### src/rtl/pixel_stream_pkg.sv
// rtl/pixel_stream_pkg.sv - shared constants, state encoding and mode values for the pixel streamer
package pixel_stream_pkg;

    localparam int IMG_DIM    = 20;
    localparam int BIT_LENGTH = 5;
    localparam int TOTAL_PIX  = IMG_DIM * IMG_DIM;
    localparam int BEATS      = (TOTAL_PIX + 2) / 3;
    localparam int LAST_LANES = TOTAL_PIX - 3 * (BEATS - 1);

    localparam int PTR_W  = 9;
    localparam int BEAT_W = 8;

    // Sized forms so comparisons against the 9-bit pointer and 8-bit beat counter stay width-exact
    localparam logic [PTR_W-1:0]  PIX_LIMIT = PTR_W'(TOTAL_PIX);
    localparam logic [PTR_W-1:0]  LAST_PTR  = PTR_W'(TOTAL_PIX - 1);
    localparam logic [BEAT_W-1:0] LAST_BEAT = BEAT_W'(BEATS - 1);

    // Operating mode as understood by the image-processing chip
    localparam logic MODE_EDGE  = 1'b0;
    localparam logic MODE_COLOR = 1'b1;

    typedef enum logic [1:0] {
        ST_FILL   = 2'd0,
        ST_READY  = 2'd1,
        ST_STREAM = 2'd2,
        ST_DONE   = 2'd3
    } state_t;

endpackage

### src/rtl/pixel_frame_buf.sv
// rtl/pixel_frame_buf.sv - one-frame pixel store with a single write port and a 3-lane read port
module pixel_frame_buf
    import pixel_stream_pkg::*;
(
    input  logic                  clk,
    input  logic                  we,
    input  logic [PTR_W-1:0]      waddr,
    input  logic [BIT_LENGTH-1:0] wdata,
    input  logic [PTR_W-1:0]      rbase,
    output logic [BIT_LENGTH-1:0] rdata0,
    output logic [BIT_LENGTH-1:0] rdata1,
    output logic [BIT_LENGTH-1:0] rdata2
);

    // Contents are deliberately not reset; a new fill always overwrites every pixel
    logic [BIT_LENGTH-1:0] mem [TOTAL_PIX];

    logic [PTR_W-1:0] idx0;
    logic [PTR_W-1:0] idx1;
    logic [PTR_W-1:0] idx2;

    assign idx0 = rbase;
    assign idx1 = rbase + 9'd1;
    assign idx2 = rbase + 9'd2;

    // Host write port
    always_ff @(posedge clk) begin
        if (we) begin
            mem[waddr] <= wdata;
        end
    end

    // Lanes past the end of the frame read as zero so the short final beat is padded cleanly
    assign rdata0 = (idx0 < PIX_LIMIT) ? mem[idx0] : '0;
    assign rdata1 = (idx1 < PIX_LIMIT) ? mem[idx1] : '0;
    assign rdata2 = (idx2 < PIX_LIMIT) ? mem[idx2] : '0;

endmodule

### src/rtl/pixel_streamer.sv
// rtl/pixel_streamer.sv - buffers one frame from the host and streams it 3 pixels per beat to the chip
module pixel_streamer
    import pixel_stream_pkg::*;
(
    input  logic                  clk,
    input  logic                  reset,
    input  logic                  wr_valid,
    input  logic [BIT_LENGTH-1:0] wr_data,
    output logic                  wr_ready,
    input  logic                  start,
    input  logic                  mode_sel,
    output logic                  frame_ready,
    output logic                  stream_valid,
    output logic [BIT_LENGTH-1:0] pixel_out0,
    output logic [BIT_LENGTH-1:0] pixel_out1,
    output logic [BIT_LENGTH-1:0] pixel_out2,
    output logic                  load_end,
    output logic                  mode,
    output logic                  done
);

    state_t                state;
    logic [PTR_W-1:0]      wr_ptr;
    logic [BEAT_W-1:0]     beat_cnt;
    logic                  we;
    logic [PTR_W-1:0]      rd_beat;
    logic [PTR_W-1:0]      rd_base;
    logic [BIT_LENGTH-1:0] lane0;
    logic [BIT_LENGTH-1:0] lane1;
    logic [BIT_LENGTH-1:0] lane2;

    assign we = (state == ST_FILL) && wr_valid && wr_ready;

    // beat_cnt names the beat currently on the outputs; the buffer is addressed one beat ahead
    // so each edge can load the next beat. Outside STREAM the address sits on beat 0, ready for start.
    assign rd_beat = (state == ST_STREAM) ? ({1'b0, beat_cnt} + 9'd1) : 9'd0;
    assign rd_base = rd_beat * 9'd3;

    pixel_frame_buf u_frame_buf (
        .clk    (clk),
        .we     (we),
        .waddr  (wr_ptr),
        .wdata  (wr_data),
        .rbase  (rd_base),
        .rdata0 (lane0),
        .rdata1 (lane1),
        .rdata2 (lane2)
    );

    // Frame FSM with registered handshake, lane, and status outputs
    always_ff @(posedge clk) begin
        if (reset) begin
            state        <= ST_FILL;
            wr_ptr       <= '0;
            beat_cnt     <= '0;
            wr_ready     <= 1'b1;
            frame_ready  <= 1'b0;
            stream_valid <= 1'b0;
            pixel_out0   <= '0;
            pixel_out1   <= '0;
            pixel_out2   <= '0;
            load_end     <= 1'b0;
            mode         <= MODE_EDGE;
            done         <= 1'b0;
        end else begin
            case (state)
                ST_FILL: begin
                    done <= 1'b0;
                    if (we) begin
                        if (wr_ptr == LAST_PTR) begin
                            state       <= ST_READY;
                            wr_ready    <= 1'b0;
                            frame_ready <= 1'b1;
                        end else begin
                            wr_ptr <= wr_ptr + 9'd1;
                        end
                    end
                end
                ST_READY: begin
                    if (start) begin
                        state        <= ST_STREAM;
                        frame_ready  <= 1'b0;
                        mode         <= mode_sel;
                        beat_cnt     <= '0;
                        stream_valid <= 1'b1;
                        pixel_out0   <= lane0;
                        pixel_out1   <= lane1;
                        pixel_out2   <= lane2;
                        load_end     <= (LAST_BEAT == 8'd0);
                    end
                end
                ST_STREAM: begin
                    if (beat_cnt == LAST_BEAT) begin
                        state        <= ST_DONE;
                        stream_valid <= 1'b0;
                        load_end     <= 1'b0;
                        pixel_out0   <= '0;
                        pixel_out1   <= '0;
                        pixel_out2   <= '0;
                        done         <= 1'b1;
                    end else begin
                        beat_cnt   <= beat_cnt + 8'd1;
                        pixel_out0 <= lane0;
                        pixel_out1 <= lane1;
                        pixel_out2 <= lane2;
                        load_end   <= ((beat_cnt + 8'd1) == LAST_BEAT);
                    end
                end
                ST_DONE: begin
                    done     <= 1'b0;
                    state    <= ST_FILL;
                    wr_ptr   <= '0;
                    beat_cnt <= '0;
                    wr_ready <= 1'b1;
                end
                default: begin
                    state <= ST_FILL;
                end
            endcase
        end
    end

endmodule

### config.mk
export PLATFORM = sky130hd
export DESIGN_NAME = pixel_streamer
export DESIGN_NICKNAME = d
export VERILOG_FILES = /design/src/rtl/pixel_stream_pkg.sv /design/src/rtl/pixel_frame_buf.sv /design/src/rtl/pixel_streamer.sv
export SDC_FILE = /design/constraint.sdc
export NUM_CORES = 2
export LEC_CHECK = 0
export BUFFER_PORTS_ARGS = -buffer_cell sky130_fd_sc_hd__buf_2
export CORE_UTILIZATION = 40
export CTS_CLUSTER_DIAMETER = 120
export DETAILED_ROUTE_END_ITERATION = 12
export PLACE_DENSITY = 0.64
export SLEW_MARGIN = 25
export SYNTH_ARGS = -nofsm -noshare
export SYNTH_HDL_FRONTEND = slang
export SYNTH_HIERARCHICAL = 1
export SYNTH_SLANG_ARGS = --single-unit
### constraint.sdc
create_clock -name clk -period 15.35 [get_ports clk]
set_clock_uncertainty 0.05 [all_clocks]
set_input_delay 1.535 -clock clk [delete_from_list [all_inputs] [get_ports clk]]
set_output_delay 1.535 -clock clk [all_outputs]
set_load 0.02 [all_outputs]
# After elaboration in Yosys (flattened, before gate mapping)
# Memory sizes are Yosys's and may differ from the RTL's.
# Cells that the tools add are included.
op_classes:
  n_addsub: 5
  n_mul: 1
  magnitude_cmp: 3
  n_eq_ne: 12
  muxes: 40
  n_reduce_logical: 18
ops:
  columns: ["cell", "n"]
  rows:
  - ["5-bit 2-to-1 mux", 9]
  - ["5-bit one-hot mux with 2 select lines", 3]
  - ["9-bit less-than comparator, second input constant", 3]
  - ["9-bit 2-to-1 mux", 3]
  - ["8-bit one-hot mux with 3 select lines", 1]
  - ["9-bit by 1-bit adder with 9-bit output, second input constant", 2]
  - ["9-bit one-hot mux with 2 select lines", 1]
  - ["8-bit == test, second input constant", 2]
  - ["8-bit 2-to-1 mux", 2]
  - ["3-bit AND reduction", 4]
  - ["1-bit 2-to-1 mux", 11]
  - ["1-bit one-hot mux with 2 select lines", 5]
  - ["8-bit by 1-bit adder with 9-bit output, second input constant", 1]
  - ["9-bit by 2-bit adder with 9-bit output, second input constant", 1]
  - ["9-bit == test, second input constant", 1]
  - ["9-bit by 2-bit multiplier with 9-bit output, second input constant", 1]
  - ["8-bit by 1-bit adder with 8-bit output, second input constant", 1]
  - ["2-bit 2-to-1 mux", 4]
  - ["2-bit one-hot mux with 4 select lines", 1]
  - ["4-bit AND reduction", 2]
  - ["2-bit nonzero test", 4]
  - ["2-bit by 1-bit != test with 1-bit output, second input constant", 3]
  - ["2-bit != test, second input constant", 3]
  - ["2-bit AND reduction", 3]
  - ["6 further kinds", 8]
word_totals:
  reg_bits: 40
  mem_bits_rw: 2000
  memories: 1
mem_list:
  columns: ["name", "words", "width", "rd", "rd_ports_with_merged_regs", "write_ports", "line_no", "text"]
  rows:
  - ["u_frame_buf.mem", 400, 5, 3, 0, 1, "pixel_frame_buf.sv:16", "logic [BIT_LENGTH-1:0] mem [TOTAL_PIX];"]

# Longest topological paths before layout
depth:
  depth_word: 8
  depth_mapped: 27
  ltp_nobuf: 24

# Hierarchy
# The synthesis kept the hierarchy.
modules_own_cells:
  columns: ["mod", "n_inst", "cells_per_inst", "area_each_um2", "seq_area_each_um2"]
  rows:
  - ["pixel_frame_buf", 1, 6507, 111667.1, 60057.6]
  - ["pixel_streamer", 1, 331, 2481.1, 800.8]

# Least setup slack after synthesis
# Ideal clock, no wire load.
synth_timing:
  kind: "register -> register"
  start: "register state[0]"
  end: "register pixel_out2[3]"
  setup_ns: 0.132
  arrival_ns: 4.659
  t_required_ns: 15.168
  slack_ns: 10.509
  stages_incl_launch_ff: 22
  period_less_slack_ns: 4.841
  path_cell_list: "dfxtp_1 -> inv_1 -> ha_1 -> clkbuf_1 -> inv_2 -> nor2_1 -> ha_1 -> inv_1 -> fa_1 -> a211oi_1 -> a221o_1 -> a211oi_2 -> xnor2_1 -> nor2_1 -> clkbuf_1 -> xnor2_1 -> mux4_1 -> mux4_2 -> a21oi_1 -> nor4_1 -> nand3_1 -> a21oi_1"
synth_between:
  elab_chain_len: 8
  elab_cells_between_ends: 14
  cone_classes: "add/sub: 1; mul: 1; order compare: 1; eq/ne: 3; mux: 5; reduce/logical: 2; memory: 1"
synth_lines:
  columns: ["element", "line_no", "text"]
  rows:
  - ["start, declared", "pixel_streamer.sv:22", "state_t state;"]
  - ["start signal, assigned", "pixel_streamer.sv:53", "state <= ST_FILL;"]
  - ["start signal, assigned", "pixel_streamer.sv:71", "state <= ST_READY;"]
  - ["start signal, assigned", "pixel_streamer.sv:81", "state <= ST_STREAM;"]
  - ["2-bit == test *", "pixel_streamer.sv:36", "assign rd_beat = (state == ST_STREAM) ? ({1'b0, beat_cnt} + 9'd1) : 9'd0;"]
  - ["9-bit 2-to-1 mux *", "pixel_streamer.sv:36", null]
  - ["9-bit by 2-bit multiplier with 9-bit output *", "pixel_streamer.sv:37", "assign rd_base = rd_beat * 9'd3;"]
  - ["via rd_base[0]", "pixel_streamer.sv:27", "logic [PTR_W-1:0] rd_base;"]
  - ["9-bit by 2-bit adder with 9-bit output *", "pixel_frame_buf.sv:24", "assign idx2 = rbase + 9'd2;"]
  - ["memory 400 x 5 bit / 9-bit less-than comparator (equally long branches)", null, null]
  - ["5-bit 2-to-1 mux *", "pixel_frame_buf.sv:36", "assign rdata2 = (idx2 < PIX_LIMIT) ? mem[idx2] : '0;"]
  - ["via lane2[3]", "pixel_streamer.sv:30", "logic [BIT_LENGTH-1:0] lane2;"]
  - ["5-bit 2-to-1 mux, on equally long branches", "pixel_streamer.sv:93, pixel_streamer.sv:80", null]
  - ["5-bit one-hot mux with 2 select lines *", "pixel_streamer.sv:66", "case (state)"]
  - ["end signal, assigned", "pixel_streamer.sv:88", "pixel_out2 <= lane2;"]
  - ["end signal, assigned", "pixel_streamer.sv:105", "pixel_out2 <= lane2;"]
  - ["end, declared", "pixel_streamer.sv:16", "output logic [BIT_LENGTH-1:0] pixel_out2,"]
# The timed path passes the listed nets; every way through them passes the cells marked *. The select of a mux whose other input is x is not followed.
# A chain may end at the register's enable or synchronous reset.

# Final worst setup path
layout_timing:
  start: "register state[0]"
  end: "register pixel_out1[2]"
layout_between:
  elab_chain_len: 8
  elab_cells_between_ends: 14
  cone_classes: "add/sub: 1; mul: 1; order compare: 1; eq/ne: 3; mux: 5; reduce/logical: 2; memory: 1"
layout_lines:
  columns: ["element", "line_no", "text"]
  rows:
  - ["2-bit == test *", "pixel_streamer.sv:36", null]
  - ["9-bit 2-to-1 mux *", "pixel_streamer.sv:36", null]
  - ["9-bit by 2-bit multiplier with 9-bit output *", "pixel_streamer.sv:37", null]
  - ["via rd_base[0]", "pixel_streamer.sv:27", null]
  - ["9-bit by 1-bit adder with 9-bit output *", "pixel_frame_buf.sv:23", "assign idx1 = rbase + 9'd1;"]
  - ["memory 400 x 5 bit / 9-bit less-than comparator (equally long branches)", null, null]
  - ["5-bit 2-to-1 mux *", "pixel_frame_buf.sv:35", "assign rdata1 = (idx1 < PIX_LIMIT) ? mem[idx1] : '0;"]
  - ["via lane1[2]", "pixel_streamer.sv:29", "logic [BIT_LENGTH-1:0] lane1;"]
  - ["5-bit 2-to-1 mux, on equally long branches", "pixel_streamer.sv:93, pixel_streamer.sv:80", null]
  - ["5-bit one-hot mux with 2 select lines *", "pixel_streamer.sv:66", null]
  - ["end signal, assigned", "pixel_streamer.sv:87", "pixel_out1 <= lane1;"]
  - ["end signal, assigned", "pixel_streamer.sv:104", "pixel_out1 <= lane1;"]
  - ["end, declared", "pixel_streamer.sv:15", "output logic [BIT_LENGTH-1:0] pixel_out1,"]
# Marks and branches as above.

==> results.toml <==
[cells_and_area]
nFillCells = 24234
layout_common_cells = "edfxtp_1, mux4_2, nand2_1, nor2_1, mux2i_1"
num-nets-final = 6667
areaGrowthSynthToFinish_pct = 9.43
final_layout_size_suffix_gt1_frac = 0.315
layout_commonest_cell = "edfxtp_1"
design_area_sq_mm = 0.125

[synthesis]
yosysSeqAreaShare = 0.533
synth_ff_type = "edfxtp_1"
synthDistinctLibCells = 91
yosys_warnings = 6
synth_area_per_cell_sq_um = 16.7
synthArstFlopShare = 0
syn_inst = 6838
syn-num-nets = 6861
ys_seq_elements = 2040
netlist_area_sq_mm = 0.114
synth_edf_count = 2000

[setup_path]
cp.required_ns = 16.14
critPathLaunchType = "register"
cp.depth = 26
worst-path-max-fanout = 32
cp_slowest_cell = "nand3_2"
crit_type = "reg2reg"
r2r_cells = 26
path_delay_family = "buffers and inverters"
cp_num_buf_inv = 8
crit_path_end_kind = "register"
timing.critical_path.mode_cell = "inv_1"
slowest_delay_ns = 1.04
arrival_ns = 10.33

[cts]
post_cts_buffers = 0
clockRootBuffer = "clkbuf_16"
clk_path_buf_depth = 4
clkTransAtPathRegs_ns = 0.06
clkLatencyLatePin_ns = 0.92
cts_tree = "done"
hold_buffers = 0
tritoncts.num_buffers = 224
clock_sinks = 2040
ctsHtreeMaxLevel = 4
cts_resized = 0

[sta]
period_needed_ns = 9.55
setup_violations = 0
relSlewSlack = 0.191
finalCritPeriodShare = 0.622
fmaxAchievable_mhz = 105
finalMaxSlewViolations = 0
rsz0062_at_grt = "no"
worst_pin_slew_ns = 1.21
hold_viol = 0
fin_tns_setup_ns = 0

[floorplanning]
initial_core_util = 0.403
fp.dieW_um = 536
die-height_um = 536
rows = 195
core_sq_mm = 0.283
num_io_pins = 31
die_area_sq_mm = 0.288

[place]
gp_congestion = 0.986
port_buffers = 30
dp_hpwl_um = 271000
placed_cell_area_sq_mm = 0.118

[grt]
grt_use_total = 0.290
overflow = 0
grt_pass1_vias = 73662
grt_pass1_wl_um = 586000
grt_max_degree = 205
antenna_found_initial = 28

[route]
wl_met2_um = 181000
drtIter0Drc = 13984
wl_met3_um = 67000
antenna_left = 0
wl_met1_um = 142000
first_pass_iters = 9
top_layer_used = "met5"
drc = 0
wl_per_cell_um = 39.9
routed_wl_um = 423000
viasPerCell = 7.28
route.vias.total = 77024

[power_and_ir_drop]
peakVddDrop_uv = 96.7
p_per_area_mw_per_mm2 = 97.4
p_leak_nw = 35.2

[job]
drv_cap = 0

[run_status]
status = "completed"

[worst_hold_path]
hp-class = "reg2reg"
worstHoldPathCells = 2
per-stage QoR:
step	total power [mW]	worst slack (ns)	utilization	cells	hold slack [ns]
floorplan	6.56	10.51	-	6838	0.447
global placement	6.80	6.55	0.415	10156	0.390
detailed placement	6.81	6.52	0.415	10159	0.403
CTS	12.2	6.48	0.441	10565	0.412
global route	12.4	5.93	0.441	10569	0.442
finish	12.2	5.80	0.441	10586	0.408
synth_stat cells (16+ instances only):
library cell / instances / share of area
a31oi_1: 22 / 0.0012
a21oi_1: 161 / 0.0071
o2111ai_1: 16 / 0.0012
and3_1: 20 / 0.0011
mux4_2: 1506 / 0.30
nor2_1: 509 / 0.017
o221ai_1: 149 / 0.011
o21ai_0: 50 / 0.0022
dfxtp_1: 40 / 0.0070
clkbuf_1: 253 / 0.0083
buf_2: 142 / 0.0062
buf_4: 109 / 0.0072
inv_1: 17 / 0.00056
o22ai_1: 89 / 0.0049
mux2i_1: 363 / 0.032
a32oi_1: 29 / 0.0022
edfxtp_1: 2000 / 0.53
nand3_1: 216 / 0.0095
nand4_1: 78 / 0.0043
xnor2_1: 29 / 0.0022
buf_1: 40 / 0.0013
nand2_1: 591 / 0.019
a22oi_1: 16 / 0.0011
nor3_1: 65 / 0.0028
buf_6: 86 / 0.0085
nor4_1: 20 / 0.0011
layout make-up:
type	count	area (sq um)	share of cell area
clock buffer	267	5850	0.0468
tap	3743	4680	0.0375
timing repair buffer	215	1920	0.0153
clock inverter	139	1410	0.0113
inverter	21	88.8	0.000711
sequential	2040	60900	0.487
antenna	19	47.5	0.000381
multi-input combinational	4142	50100	0.401
cell families after synthesis:
kind of cell | Yosys count | share of synthesized area
fa+ha+maj | 13 | 0.00149
simple gates | 1565 | 0.0592
compound gates | 644 | 0.0394
xor+xnor | 43 | 0.00343
flops | 2040 | 0.533
buf+inv | 656 | 0.0329
mux | 1877 | 0.330
worst reg2reg max path, delay by kind of cell (launching register included):
| family | cells | cell delay (ns) |
|---|---|---|
| AO/OA/AOI/OAI | 8 | 2.14 |
| buffers and inverters | 8 | 3.15 |
| flip-flops | 1 | 0.34 |
| AND/OR/NAND/NOR | 5 | 1.66 |
| XOR/XNOR | 2 | 0.93 |
| adder cells (fa/ha/maj) | 3 | 1.20 |
report_power, final:
group | switching [mW] | internal, mW | leakage, nW
registers | 0.0245 | 6.13 | 18.3
logic | 0.377 | 0.190 | 13.4
clock network | 2.34 | 3.11 | 3.54
state kept, by name (all words and copies together), names as in the netlist:
register,cells
frame_ready,1
mode,1
wr_ptr,9
load_end,1
beat_cnt,8
pixel_out0,5
wr_ready,1
pixel_out2,5
state,2
u_frame_buf/mem,2000
done,1
pixel_out1,5
stream_valid,1
layer usage:
| layer | vias up | track usage |
|---|---|---|
| li1 | 28667 | - |
| met3 | 1469 | 0.110 |
| met4 | 30 | 0.187 |
| met1 | 39775 | 0.368 |
| met5 | - | 0 |
| met2 | 7083 | 0.417 |
final timing paths:
check	startpoint	to	slack (ns)
worst max-delay path	state[0]	pixel_out1[2]	5.80
worst min-delay path	mode	mode	0.41
worst max register to register	state[0]	pixel_out1[2]	5.80
worst min register to register	mode	mode	0.41
Note: power is estimated with default switching activity, not from simulation.
